File: src/rtl/gcd_lcm_coprocessor.sv
// GCD/LCM coprocessor sitting behind the single-cycle RISC-V core.
// Takes the core's Start level and WDFinal word, runs a subtractive Euclid
// loop, optionally followed by a multiply and a restoring divide for LCM,
// and returns a status/result word on ans_data (done at bit 8).
//
// Handshake (4-phase, level based): the core raises start with op_data valid;
// the launch edge is the first rising edge in IDLE with start=1, and op_data
// is sampled only there. done rises when the result is ready and stays high
// while start stays high; the core then drops start and done falls on the
// next edge. A new launch needs start low for at least one edge, which the
// DONE->IDLE transition guarantees.
module gcd_lcm_coprocessor #(
    parameter int DIV_STEPS = 16
) (
    input  logic        clk,
    input  logic        reset,
    input  logic        start,
    input  logic [31:0] op_data,
    output logic [31:0] ans_data
);

    localparam logic [2:0] S_IDLE = 3'd0;
    localparam logic [2:0] S_GCD  = 3'd1;
    localparam logic [2:0] S_MUL  = 3'd2;
    localparam logic [2:0] S_DIV  = 3'd3;
    localparam logic [2:0] S_DONE = 3'd4;

    localparam int CNT_W = $clog2(DIV_STEPS + 1);

    // FSM state is a plain named register so checkers can bind to it.
    logic [2:0]       state;
    logic [7:0]       a0;
    logic [7:0]       b0;
    logic             opr;
    logic [7:0]       x;
    logic [7:0]       y;
    logic [7:0]       g;
    logic [15:0]      prod;
    logic [7:0]       rem;
    logic [15:0]      quo;
    logic [CNT_W-1:0] cnt;
    logic [15:0]      result;
    logic             done;
    logic             ovf;
    logic             zop;

    // Operand decode of the core's write-data word.
    logic [7:0] in_a;
    logic [7:0] in_b;
    logic       in_op;
    assign in_a  = op_data[7:0];
    assign in_b  = op_data[15:8];
    assign in_op = op_data[16];

    // One restoring-divide step: shift in the next dividend bit, trial-subtract g.
    // rem stays below g (<=255), so the shifted value fits in 9 bits.
    logic [8:0]  rem_sh;
    logic        rem_ge;
    logic [8:0]  rem_nxt;
    logic [15:0] quo_nxt;
    always_comb begin
        rem_sh  = {rem, prod[15]};
        rem_ge  = (rem_sh >= {1'b0, g});
        rem_nxt = rem_ge ? (rem_sh - {1'b0, g}) : rem_sh;
        quo_nxt = {quo[14:0], rem_ge};
    end

    // Bits that are architecturally don't-care: op_data[31:17], the 9th
    // remainder bit (always 0 after the trial subtract) and the quotient bit
    // shifted out of the top.
    logic unused_bits;
    assign unused_bits = ^{op_data[31:17], rem_nxt[8], quo[15]};

    // Main control FSM and datapath registers.
    always_ff @(posedge clk or posedge reset) begin
        if (reset) begin
            state  <= S_IDLE;
            a0     <= 8'h0;
            b0     <= 8'h0;
            opr    <= 1'b0;
            x      <= 8'h0;
            y      <= 8'h0;
            g      <= 8'h0;
            prod   <= 16'h0;
            rem    <= 8'h0;
            quo    <= 16'h0;
            cnt    <= '0;
            result <= 16'h0;
            done   <= 1'b0;
            ovf    <= 1'b0;
            zop    <= 1'b0;
        end else begin
            case (state)
                S_IDLE: begin
                    if (start) begin
                        a0   <= in_a;
                        b0   <= in_b;
                        opr  <= in_op;
                        x    <= in_a;
                        y    <= in_b;
                        done <= 1'b0;
                        ovf  <= 1'b0;
                        if (in_a == 8'h0 || in_b == 8'h0) begin
                            // GCD(0,n)=n, GCD(0,0)=0; LCM with a zero operand is 0.
                            zop    <= 1'b1;
                            result <= in_op ? 16'h0 : {8'h0, in_a | in_b};
                            state  <= S_DONE;
                        end else begin
                            zop    <= 1'b0;
                            result <= 16'h0;
                            state  <= S_GCD;
                        end
                    end
                end
                S_GCD: begin
                    if (x > y) begin
                        x <= x - y;
                    end else if (y > x) begin
                        y <= y - x;
                    end else begin
                        g <= x;
                        if (opr) begin
                            state <= S_MUL;
                        end else begin
                            result <= {8'h0, x};
                            ovf    <= 1'b0;
                            done   <= 1'b1;
                            state  <= S_DONE;
                        end
                    end
                end
                S_MUL: begin
                    prod  <= {8'h0, a0} * {8'h0, b0};
                    rem   <= 8'h0;
                    quo   <= 16'h0;
                    cnt   <= CNT_W'(DIV_STEPS);
                    state <= S_DIV;
                end
                S_DIV: begin
                    rem  <= rem_nxt[7:0];
                    quo  <= quo_nxt;
                    prod <= {prod[14:0], 1'b0};
                    cnt  <= cnt - 1'b1;
                    if (cnt == CNT_W'(1)) begin
                        result <= quo_nxt;
                        ovf    <= (quo_nxt[15:8] != 8'h0);
                        done   <= 1'b1;
                        state  <= S_DONE;
                    end
                end
                S_DONE: begin
                    // The zero-operand shortcut arrives with done still low;
                    // raise it first so the core always sees it before release.
                    if (!done) begin
                        done <= 1'b1;
                    end else if (!start) begin
                        done  <= 1'b0;
                        state <= S_IDLE;
                    end
                end
                default: begin
                    state <= S_IDLE;
                end
            endcase
        end
    end

    // Status word is built purely from registers; no path from the inputs.
    assign ans_data = {result, 5'b0, zop, ovf, done, result[7:0]};

endmodule

File: config.mk
export PLATFORM = sky130hd
export DESIGN_NAME = gcd_lcm_coprocessor
export DESIGN_NICKNAME = d
export VERILOG_FILES = /design/src/rtl/gcd_lcm_coprocessor.sv
export SDC_FILE = /design/constraint.sdc
export NUM_CORES = 1
export LEC_CHECK = 0
export ABC_AREA = 1
export BUFFER_PORTS_ARGS = -buffer_cell sky130_fd_sc_hd__buf_2
export CAP_MARGIN = 0
export CORE_UTILIZATION = 40
export DETAILED_ROUTE_END_ITERATION = 10
export HOLD_SLACK_MARGIN = 0.03
export PLACE_DENSITY = 0.59
export SLEW_MARGIN = 10
export SYNTH_ARGS = -nofsm -noshare
export SYNTH_HDL_FRONTEND = slang
export SYNTH_SLANG_ARGS = --single-unit
File: constraint.sdc
create_clock -name clk -period 4.2 [get_ports clk]
set_input_delay 0.21 -clock clk [delete_from_list [all_inputs] [get_ports clk]]
set_output_delay 0.21 -clock clk [all_outputs]
set_load 0.005 [all_outputs]
# Yosys cells after proc, flatten, opt, wreduce, memory -nomap -nowiden
# Index checks and enable logic that the tools add are counted.
dict set report classes {
  n_bitwise 3
  n_addsub 4
  n_reduce_logical 16
  n_eq_ne 14
  mux 43
  n_lt_le_gt_ge 3
  n_mul 1
}
# op n
set ops {}
lappend ops {{$mux 16} 5}
lappend ops {{$mux 8} 8}
lappend ops {{$pmux 16 s3} 1}
lappend ops {{$pmux 8 s2} 3}
lappend ops {{$pmux 16 s2} 1}
lappend ops {{$pmux 15 s2} 1}
lappend ops {{$mux 3} 8}
lappend ops {{$sub 8x8->8} 3}
lappend ops {{$ne 2x2->1 const B} 9}
lappend ops {{$reduce_and 6->1} 3}
lappend ops {{$gt 8x8->1} 2}
lappend ops {{$logic_not 8->1} 2}
lappend ops {{$mul 8x8->16} 1}
lappend ops {{$pmux 3 s5} 1}
lappend ops {{$mux 1} 12}
lappend ops {{$pmux 5 s2} 1}
lappend ops {{$ge 9x8->1} 1}
lappend ops {{$or 8x8->8} 1}
lappend ops {{$reduce_bool 8->1} 1}
lappend ops {{$eq 3x2->1 const B} 2}
lappend ops {{$reduce_and 3->1} 2}
lappend ops {{$eq 5x1->1 const B} 1}
lappend ops {{$sub 5x1->5 const B} 1}
lappend ops {{$pmux 1 s4} 1}
lappend ops {{11 further kinds} 13}
dict set report word_totals {
  input_bits 35
  word_cells 99
  output_inout_bits 32
  register_bits 107
}

# Depth between registers and ports, before layout
# Gate-level depths: netlist of run 1.
dict set report logic_depth {
  depth_word 5
  depth_mapped 19
  depth_no_buf 18
}

# Least setup slack after synthesis of run 1
# No wires, ideal clock.
dict set report synth_timing {
  path_type {reg2reg}
  start {reg a0[0]}
  end {reg prod[12]}
  path_slack_ns 0.217
  setup_ns 0.123
  required_time_ns 4.077
  arrival_ns 3.860
  stages_incl_launch_ff 18
  synth_period_minus_slack_ns 3.983
  cell_sequence {dfrtp_1 -> clkbuf_1 -> nand2_1 -> fa_1 -> fa_1 -> inv_1 -> fa_1 -> inv_1 -> fa_1 -> inv_1 -> ha_1 -> nand2_1 -> o21ai_0 -> nand2_1 -> nand3_1 -> a21oi_1 -> o21ai_0 -> nand2_1}
}
dict set report synth_via {
  elab_chain_cells 2
}
# item line
set synth_rtl {}
lappend synth_rtl {{start: declaration} 32} ;# logic [7:0] a0;
lappend synth_rtl {{start signal: assignment} 96} ;# a0 <= in_a;
lappend synth_rtl {{$mul 8x8->16} 133} ;# prod <= {8'h0, a0} * {8'h0, b0};
lappend synth_rtl {{$pmux 16 s2} 93} ;# case (state)
lappend synth_rtl {{end signal: assignment} 133}
lappend synth_rtl {{end signal: assignment} 142} ;# prod <= {prod[14:0], 1'b0};
lappend synth_rtl {{end: declaration} 38} ;# logic [15:0] prod;
# No other way between the ends.
# A chain may end at the register's enable or synchronous reset.

# Worst setup path in the final report of run 1
dict set report layout_timing {
  start {reg a0[4]}
  end {reg prod[11]}
}
# The elaborated chain is that of the path after synthesis.

==> impl_metrics.yaml, run 1 <==
run_status:
  outcome: "complete, no violations"
die:
  initial_core_util: 0.4115
  num_io_pins: 67
  die_area_um2: 21530
  num_rows: 52
  coreArea_um2: 20360
  dieHeight_um: 146.7
  die-width_um: 146.7
cts:
  htreeDepth: 3
  cts_tree: "yes"
  clockBufferDepth: 2
  clkTransAtPathRegs_ns: 0.08
  cts_inserted_buffers: 9
  clock-sinks: 107
  insertion_delay_ns: 0.36
  cts_root_buffer: "clkbuf_16"
synth:
  synthTopCellsByArea: "dfrtp_1 (32%), nand2_1 (15%), inv_1 (9.4%)"
  synth_seq_cells: 107
  yosys_warnings: 0
  mappedNetlistArea_um2: 8379
  syn_area_per_cell_um2: 7.488
  ys_types: 47
  synth_area_leader_cell: "dfrtp_1"
  synth_ff_type: "dfrtp_1"
  synth_top_area_share: 0.3195
  yosysSeqAreaShare: 0.3195
  synth_edf_count: 0
  synthCells: 1119
  async_flop_share: 1.000
sta:
  hold_violations: 0
  final.min_clock_period_ns: 3.990
  tightest_slew_ns: 0.7781
  max_freq_mhz: 250.6
  period_share: 0.9500
  layout_setup_ws_ns: 0.2101
  rsz0062_at_grt: "true"
  slew_headroom: 0.4758
  fin_tns_setup_ns: 0
  final-setup-viol-count: 0
  timing.final.max_slew_violations: 0
  timing.hold.ws_ns: 0.1227
  skew_ns: 0.01586
worst_setup_path:
  worstPathCellList: "nand2_1 > inv_1 > fa_1 > fa_1 > fa_1 > inv_1 > fa_1 > inv_1 > ha_1 > a21oi_2 > o21ai_2 > a31oi_1 > nand2_1 > nand2_1 > o21bai_1"
  path_delay_family: "adder cells"
  startpoint_type: "flop"
  cp.arrival_ns: 4.23
  worst-setup-path-type: "reg2reg"
  critPathLaunch: "a0[4]$_DFFE_PP0P_"
  cp.required_ns: 4.44
  rr_startpoint: "a0[4]$_DFFE_PP0P_"
  crit_fanout: 7
  cp_slowest_cell: "fa_1"
  end_kind: "flop"
  cp_num_buf_inv: 3
  crit_top_cell: "fa_1"
  slowest_delay_ns: 0.55
detailed_routing:
  wl_per_cell_um: 14.19
  dr.pass1.iters: 5
  drc: 0
  antenna_left: 0
  wirelength_um: 20210
  routed_via_density: 4.820
  drt_iter0_markers: 426
  num_vias: 6864
job:
  cap_violations: 0
grt:
  grtUsageTotal: 0.2000
  grt_overflow: 0
  grt_max_degree: 61
  antenna_found_initial: 1
  grt_pass1_vias: 6945
  grt_pass1_wl_um: 34350
place:
  dp_hpwl_um: 15470
  dp_cells: 1403
  place_ws_ns: 0.06506
  place.gp.congestion: 0.8897
  portBuffers: 46
min_path:
  hold_start: "op_data[16]"
  hp-class: "in2reg"
cells_and_area:
  diodes: 0
  final_nets: 1285
  drive_gt1_frac: 0.1248
  syn_to_final_growth_pct: 10.27
  finalNonFillerCells: 1424
[cells by family (layout without fill, tap and decap cells)]
group           Yosys count  after routing  synth area share
mux                       1              1          0.001195
flops                   107            107            0.3195
fa+ha+maj               101            101            0.1858
compound gates          154            154            0.1054
other cells               1              5         0.0004475
simple gates            467            467            0.2383
buf+inv                 275            306            0.1357
xor+xnor                 13             13           0.01359
[state kept, by name, summed over array words and instances (netlist names), 3 cells and up]
register / count
prod: 16
quo: 15
state: 3
a0: 8
result: 16
cnt: 5
rem: 8
y: 8
b0: 8
x: 8
g: 8
[placed cells by master (no fill, tap or decap), types with 25 or more instances in the layout]
cell type and count:
nand2_1 323, inv_1 209, dfrtp_1 97, o21ai_0 68, nand3_1 62, ha_1 59
buf_2 46, fa_1 39, nor2_1 36, a21oi_1 30, buf_4 25
[cell usage after synthesis, types with 2 or more instances]
cell type	count
nand3_2	2
a21boi_0	2
a21o_1	2
xnor2_1	9
a21oi_1	33
inv_2	6
o211ai_1	4
buf_6	3
nand2_4	3
buf_2	15
inv_1	210
o21a_1	2
nor2_1	38
ha_1	62
buf_4	17
dfrtp_1	107
o21ai_0	73
nand4_1	7
fa_1	39
clkbuf_1	23
nand2_1	324
a31oi_1	2
nand2_2	8
o221ai_1	3
or2_2	5
o22ai_1	16
o21bai_1	3
xor2_1	4
o21ai_1	3
nand3b_1	3
nand3_1	62
nor4_1	2
a22oi_1	7
nor2_4	3
nor3_1	5
[worst paths after layout]
check | to | slack, ns | cells after the start
hold / removal | opr$_DFFE_PP0P_ | 0.12 | 3
min in group asynchronous | result[12]$_DFFE_PP0P_ | 0.23 | 3
setup / recovery | prod[11]$_DFFE_PP0P_ | 0.21 | 15
hold reg to reg | result[14]$_DFFE_PP0P_ | 0.47 | 2
max in group asynchronous | a0[4]$_DFFE_PP0P_ | 2.99 | 4
setup reg to reg | prod[11]$_DFFE_PP0P_ | 0.21 | 15
[worst min-delay path: cells and delay by family]
kind,cells,cell delay (ns)
simple gates,1,0.05
buf+inv,1,0.12
compound gates,1,0.06
[per-stage QoR]
step	utilization	instance area, um^2
after floorplan	-	8394
after global placement	0.4325	8807
after detailed placement	0.4325	8807
after CTS	0.4481	9126
after global routing	0.4537	9240
final	0.4537	9240
[area by class of cell]
class / instances / area (um^2)
inverters: 217 / 817.0
fillers: 2059 / 11120
clock inverters: 7 / 83.83
flip-flops and latches: 107 / 2690
multi-input cells: 741 / 4638
repair buffers: 73 / 447.9
clock buffers: 9 / 225.2
well taps: 270 / 337.8
[metal layers]
metal / part of all wire / routed length, um / track usage
met5: 0.00064 / 13 / 0
met4: 0.012 / 250 / 0.04792
met3: 0.038 / 762 / 0.03292
met2: 0.48 / 9662 / 0.3443
met1: 0.47 / 9522 / 0.2613
[what timing repair did]
| action | 4_1_cts | 5_1_grt |
|---|---|---|
| buffers inserted | 0 | 4 |
| hold endpoints to repair | 2 | 0 |
| resized for setup | 0 | 28 |
| hold buffers | 1 | 0 |
| setup endpoints to repair | 0 | 8 |
Power of run 1 is not shown: default switching activity piles up to over one toggle a cycle in this logic, so the estimate is an artifact.
==> run 2: changes to the inputs <==
--- a/config.mk
+++ b/config.mk
@@ -8,6 +8,7 @@
 export ABC_AREA = 1
 export BUFFER_PORTS_ARGS = -buffer_cell sky130_fd_sc_hd__buf_2
 export CAP_MARGIN = 0
+export CORE_ASPECT_RATIO = 2
 export CORE_UTILIZATION = 40
 export DETAILED_ROUTE_END_ITERATION = 10
 export HOLD_SLACK_MARGIN = 0.03
==> run 2 against run 1 <==
Global-route usage up 2.1 points; die area up 0.16%; flip-flop and latch count unchanged; core utilization shrank 0.41 points; largest cell class unchanged.
==> impl_metrics.yaml, run 2 (same netlist as run 1, synthesis figures left out) <==
run_status:
  outcome: "complete, no violations"
place:
  place_ws_ns: -0.008918
  place.gp.congestion: 0.9272
  dp_hpwl_um: 17540
  portBuffers: 46
grt:
  grt_pass1_wl_um: 36410
  antenna_found_initial: 0
  grt_pass1_vias: 7277
  grtUsageTotal: 0.2205
  grt_max_degree: 76
  grt_overflow: 0
cts:
  cts_tree: "yes"
  insertion_delay_ns: 0.38
  clock-sinks: 107
  cts_hold_buffers: 0
  cts_root_buffer: "clkbuf_16"
  clkTransAtPathRegs_ns: 0.08
  cts_inserted_buffers: 9
  clockBufferDepth: 2
  htreeDepth: 3
die:
  coreArea_um2: 20460
  num_io_pins: 67
  die_area_um2: 21570
  dieHeight_um: 206.7
  die-width_um: 104.3
  initial_core_util: 0.4095
  num_rows: 74
worst_setup_path:
  end_kind: "flop"
  startpoint_type: "flop"
  worst-setup-path-type: "reg2reg"
  crit_top_cell: "fa_1"
  slowest_delay_ns: 0.58
  crit_fanout: 5
  cp_slowest_cell: "fa_1"
  cp.required_ns: 4.46
  cp.arrival_ns: 4.27
  worstPathCellList: "nand2_1 > fa_1 > fa_1 > inv_1 > fa_1 > inv_1 > fa_1 > inv_1 > ha_4 > nand2_1 > buf_4 > nor2_1 > nand3_1 > nand3_1 > a21oi_1 > o21ai_0 > nand2_1"
detailed_routing:
  dr.pass1.iters: 5
  drt_iter0_markers: 321
  num_vias: 6981
  wirelength_um: 22070
  antenna_left: 0
  wl_per_cell_um: 15.58
  routed_via_density: 4.927
  drc: 0
sta:
  period_share: 0.9540
  hold_violations: 0
  timing.hold.ws_ns: 0.03596
  max_freq_mhz: 249.6
  timing.final.max_slew_violations: 0
  slew_headroom: 0.3842
  final.min_clock_period_ns: 4.007
  layout_setup_ws_ns: 0.1933
  final-setup-viol-count: 0
  rsz0062_at_grt: "true"
  skew_ns: 0.01404
  fin_tns_setup_ns: 0
  tightest_slew_ns: 0.9237
cells_and_area:
  reg_top3: "prod (16), result (16), quo (15)"
  drive_gt1_frac: 0.1164
  final_common_cell: "nand2_1"
  ff_latch_area_um2: 2685
  nFillCells: 2114
  final_nets: 1282
  syn_to_final_growth_pct: 9.795
  mostFrequentLayoutCells: "nand2_1 (324), inv_1 (209), dfrtp_1 (101)"
  multi_input_area_um2: 4627
  diodes: 0
min_path:
  hp-class: "in2async"
job:
  cap_violations: 0
-- run 2: changes by cell type in the layout (fill, tap and decap cells not counted), sizes merged --
cell / change
dlygate4sd3: -1
bufinv: +1
inv: -1
buf: -2
-- run 2: critical path, delay by kind of cell, from the launching register on --
family,cells,cell delay [ns]
adders and majority gates,5,2.43
and+or+nand+nor,6,0.51
DFF,1,0.41
buffers and inverters,4,0.35
AOI/OAI and AO/OA,2,0.17
-- run 2: repair_timing --
| action | CTS | global route |
|---|---|---|
| resized for setup | 1 | 19 |
| endpoints found under the setup margin | 1 | 8 |
| pin swaps | 0 | 2 |
| buffers inserted | 0 | 1 |
-- run 2: final cells by class --
| cell class | count | share of cell area |
|---|---|---|
| multi-input combinational | 741 | 0.5029 |
| sequential | 107 | 0.2919 |
| inverter | 217 | 0.08881 |
| timing repair buffer | 70 | 0.04461 |
| tap | 266 | 0.03618 |
| clock buffer | 9 | 0.02448 |
| clock inverter | 7 | 0.01115 |
-- run 2: path summary, 6_finish.rpt --
path | from | endpoint | slack [ns] | cells after the start
max in group asynchronous | reset | y[3]$_DFFE_PP0P_ | 3.15 | 3
worst min register to register | result[12]$_DFFE_PP0P_ | result[12]$_DFFE_PP0P_ | 0.47 | 2
worst max-delay path | b0[6]$_DFFE_PP0P_ | prod[12]$_DFFE_PP0P_ | 0.19 | 17
min in group clk | op_data[10] | b0[2]$_DFFE_PP0P_ | 0.11 | 3
worst min-delay path | reset | result[12]$_DFFE_PP0P_ | 0.04 | 2
worst max register to register | b0[6]$_DFFE_PP0P_ | prod[12]$_DFFE_PP0P_ | 0.19 | 17
-- run 2: per-stage QoR --
step	std cells	instance area, um^2	util
6_report	1417	9200	0.4496
5_1_grt	1417	9200	0.4496
4_1_cts	1416	9139	0.4466
3_5_place_dp	1400	8810	0.4305
3_3_place_gp	1400	8810	0.4305
2_1_floorplan	1123	8394	-
-- run 2: per-layer routing --
layer  share of wire  global-route usage  up-vias  routed length [um]
met4           0.052              0.1250        0                1144
met5               0                   0        -                   0
met1            0.36              0.2104     3295                7896
met2            0.57              0.4451      128               12510
met3           0.024             0.02700       53                 521
li1                -                   -     3505                   -
Power of run 2 is left out for the same reason.
==> run 3: changes to the inputs <==
==> constraint.sdc (replaced) <==
create_clock -name clk -period 4.2 [get_ports clk]
set_input_delay 1.05 -clock clk [delete_from_list [all_inputs] [get_ports clk]]
set_output_delay 1.05 -clock clk [all_outputs]
set_load 0.005 [all_outputs]
==> run 3 against run 2 <==
Final cell count increased by 0.78%; clock skew decreased by 0.0027 ns; via count increased by 1.9%; worst hold slack improved by 0.43 ns; fmax increased by 0.32%; non-clock buffer count increased by 11; core utilization increased by 0.74 points; routed wire length increased by 0.39%; highest routed layer unchanged; critical endpoint is now prod[11]$_DFFE_PP0P_; largest cell class unchanged.
==> impl_metrics.yaml, run 3 (same netlist as run 1, synthesis figures left out) <==
run_status:
  outcome: "complete, no violations"
cells_and_area:
  ff_latch_area_um2: 2686
  nFillCells: 2128
  finalNonFillerCells: 1428
  drive_gt1_frac: 0.1308
  mostFrequentLayoutCells: "nand2_1 (323), inv_1 (209), dfrtp_1 (100)"
  syn_to_final_growth_pct: 11.60
  diodes: 0
  multi_input_area_um2: 4678
  final_nets: 1293
  final_common_cell: "nand2_1"
  reg_top3: "prod (16), result (16), quo (15)"
die:
  coreArea_um2: 20460
  dieHeight_um: 206.7
  die_area_um2: 21570
  num_io_pins: 67
  initial_core_util: 0.4095
  die-width_um: 104.3
  num_rows: 74
detailed_routing:
  drt_iter0_markers: 356
  drc: 0
  wl_per_cell_um: 15.52
  routed_via_density: 4.981
  antenna_left: 0
  wirelength_um: 22160
  dr.pass1.iters: 5
  num_vias: 7113
sta:
  max_freq_mhz: 250.4
  layout_setup_ws_ns: 0.2060
  rsz0062_at_grt: "true"
  fin_tns_setup_ns: 0
  timing.hold.ws_ns: 0.4709
  tightest_slew_ns: 0.9702
  timing.final.max_slew_violations: 0
  slew_headroom: 0.3464
  final.min_clock_period_ns: 3.994
  final-setup-viol-count: 0
  hold_violations: 0
  period_share: 0.9510
  skew_ns: 0.01135
cts:
  cts_tree: "yes"
  clkTransAtPathRegs_ns: 0.08
  cts_root_buffer: "clkbuf_16"
  clock-sinks: 107
  clockBufferDepth: 2
  insertion_delay_ns: 0.36
  htreeDepth: 3
  cts_inserted_buffers: 9
place:
  portBuffers: 46
  place_ws_ns: -0.1235
  dp_hpwl_um: 17680
  place.gp.congestion: 0.9280
  dp_cells: 1410
worst_setup_path:
  worst-setup-path-type: "reg2reg"
  cp.required_ns: 4.45
  startpoint_type: "flop"
  cp.arrival_ns: 4.25
  crit_fanout: 5
  reg2reg_slack_ns: 0.21
  end_kind: "flop"
min_path:
  hp-class: "reg2reg"
grt:
  grtUsageTotal: 0.2205
  grt_pass1_vias: 7545
  grt_overflow: 0
  grt_max_degree: 66
  antenna_found_initial: 0
  grt_pass1_wl_um: 36630
job:
  cap_violations: 0
==> run 3: changes by cell type in the layout (fill, tap and decap cells not counted), moves of 2 or more <==
| cell | change |
|---|---|
| buf_4 | +11 |
| ha_1 | -2 |
| ha_4 | +2 |
| inv_8 | -2 |
| o21ai_2 | +2 |
==> run 3: cell type report <==
cell class,instances,share of cell area
clock buffers,9,0.02408
clock inverters,7,0.01271
inverters,217,0.08737
multi-input cells,741,0.5003
flip-flops and latches,107,0.2873
well taps,266,0.03559
repair buffers,81,0.05272
==> run 3: what timing repair did <==
item,in CTS,in global routing
gates resized for setup,9,20
setup buffers,0,2
hold buffers,0,0
endpoints found under the setup margin,5,9
pin swaps,1,6
==> run 3: critical path, stage by stage (launching register included) <==
cell and delay (ns):
dfrtp_1 0.44, nand2_1 0.10, inv_1 0.06, fa_1 0.51, fa_1 0.53, fa_1 0.55, inv_1 0.05, fa_1 0.53
inv_1 0.08, ha_4 0.27, a21oi_4 0.16, o21ai_1 0.11, a31oi_2 0.22, buf_4 0.15, nand2_1 0.04, nand2_1 0.05
o21bai_1 0.06
==> run 3: final timing paths <==
| path | cells after the start | end | start |
|---|---|---|---|
| max | 16 | prod[11]$_DFFE_PP0P_ | a0[4]$_DFFE_PP0P_ |
| min | 2 | result[14]$_DFFE_PP0P_ | result[14]$_DFFE_PP0P_ |
| max reg2reg | 16 | prod[11]$_DFFE_PP0P_ | a0[4]$_DFFE_PP0P_ |
| min reg2reg | 2 | result[14]$_DFFE_PP0P_ | result[14]$_DFFE_PP0P_ |
| max in group asynchronous | 3 | prod[14]$_DFFE_PP0P_ | reset |
| min in group asynchronous | 2 | result[12]$_DFFE_PP0P_ | reset |
==> run 3: metrics by stage <==
step           utilization  cell area (um^2)
6_report            0.4570              9351
3_5_place_dp        0.4342              8885
4_1_cts             0.4526              9261
3_3_place_gp        0.4342              8885
2_1_floorplan            -              8394
5_1_grt             0.4570              9351
==> run 3: layer usage <==
layer,global-route usage,share of wire,vias to the layer above
met1,0.2085,0.35,3322
met2,0.4295,0.55,179
met5,0,0,-
li1,-,-,3527
met3,0.02512,0.027,85
met4,0.1668,0.073,0
Power of run 3 is left out for the same reason.
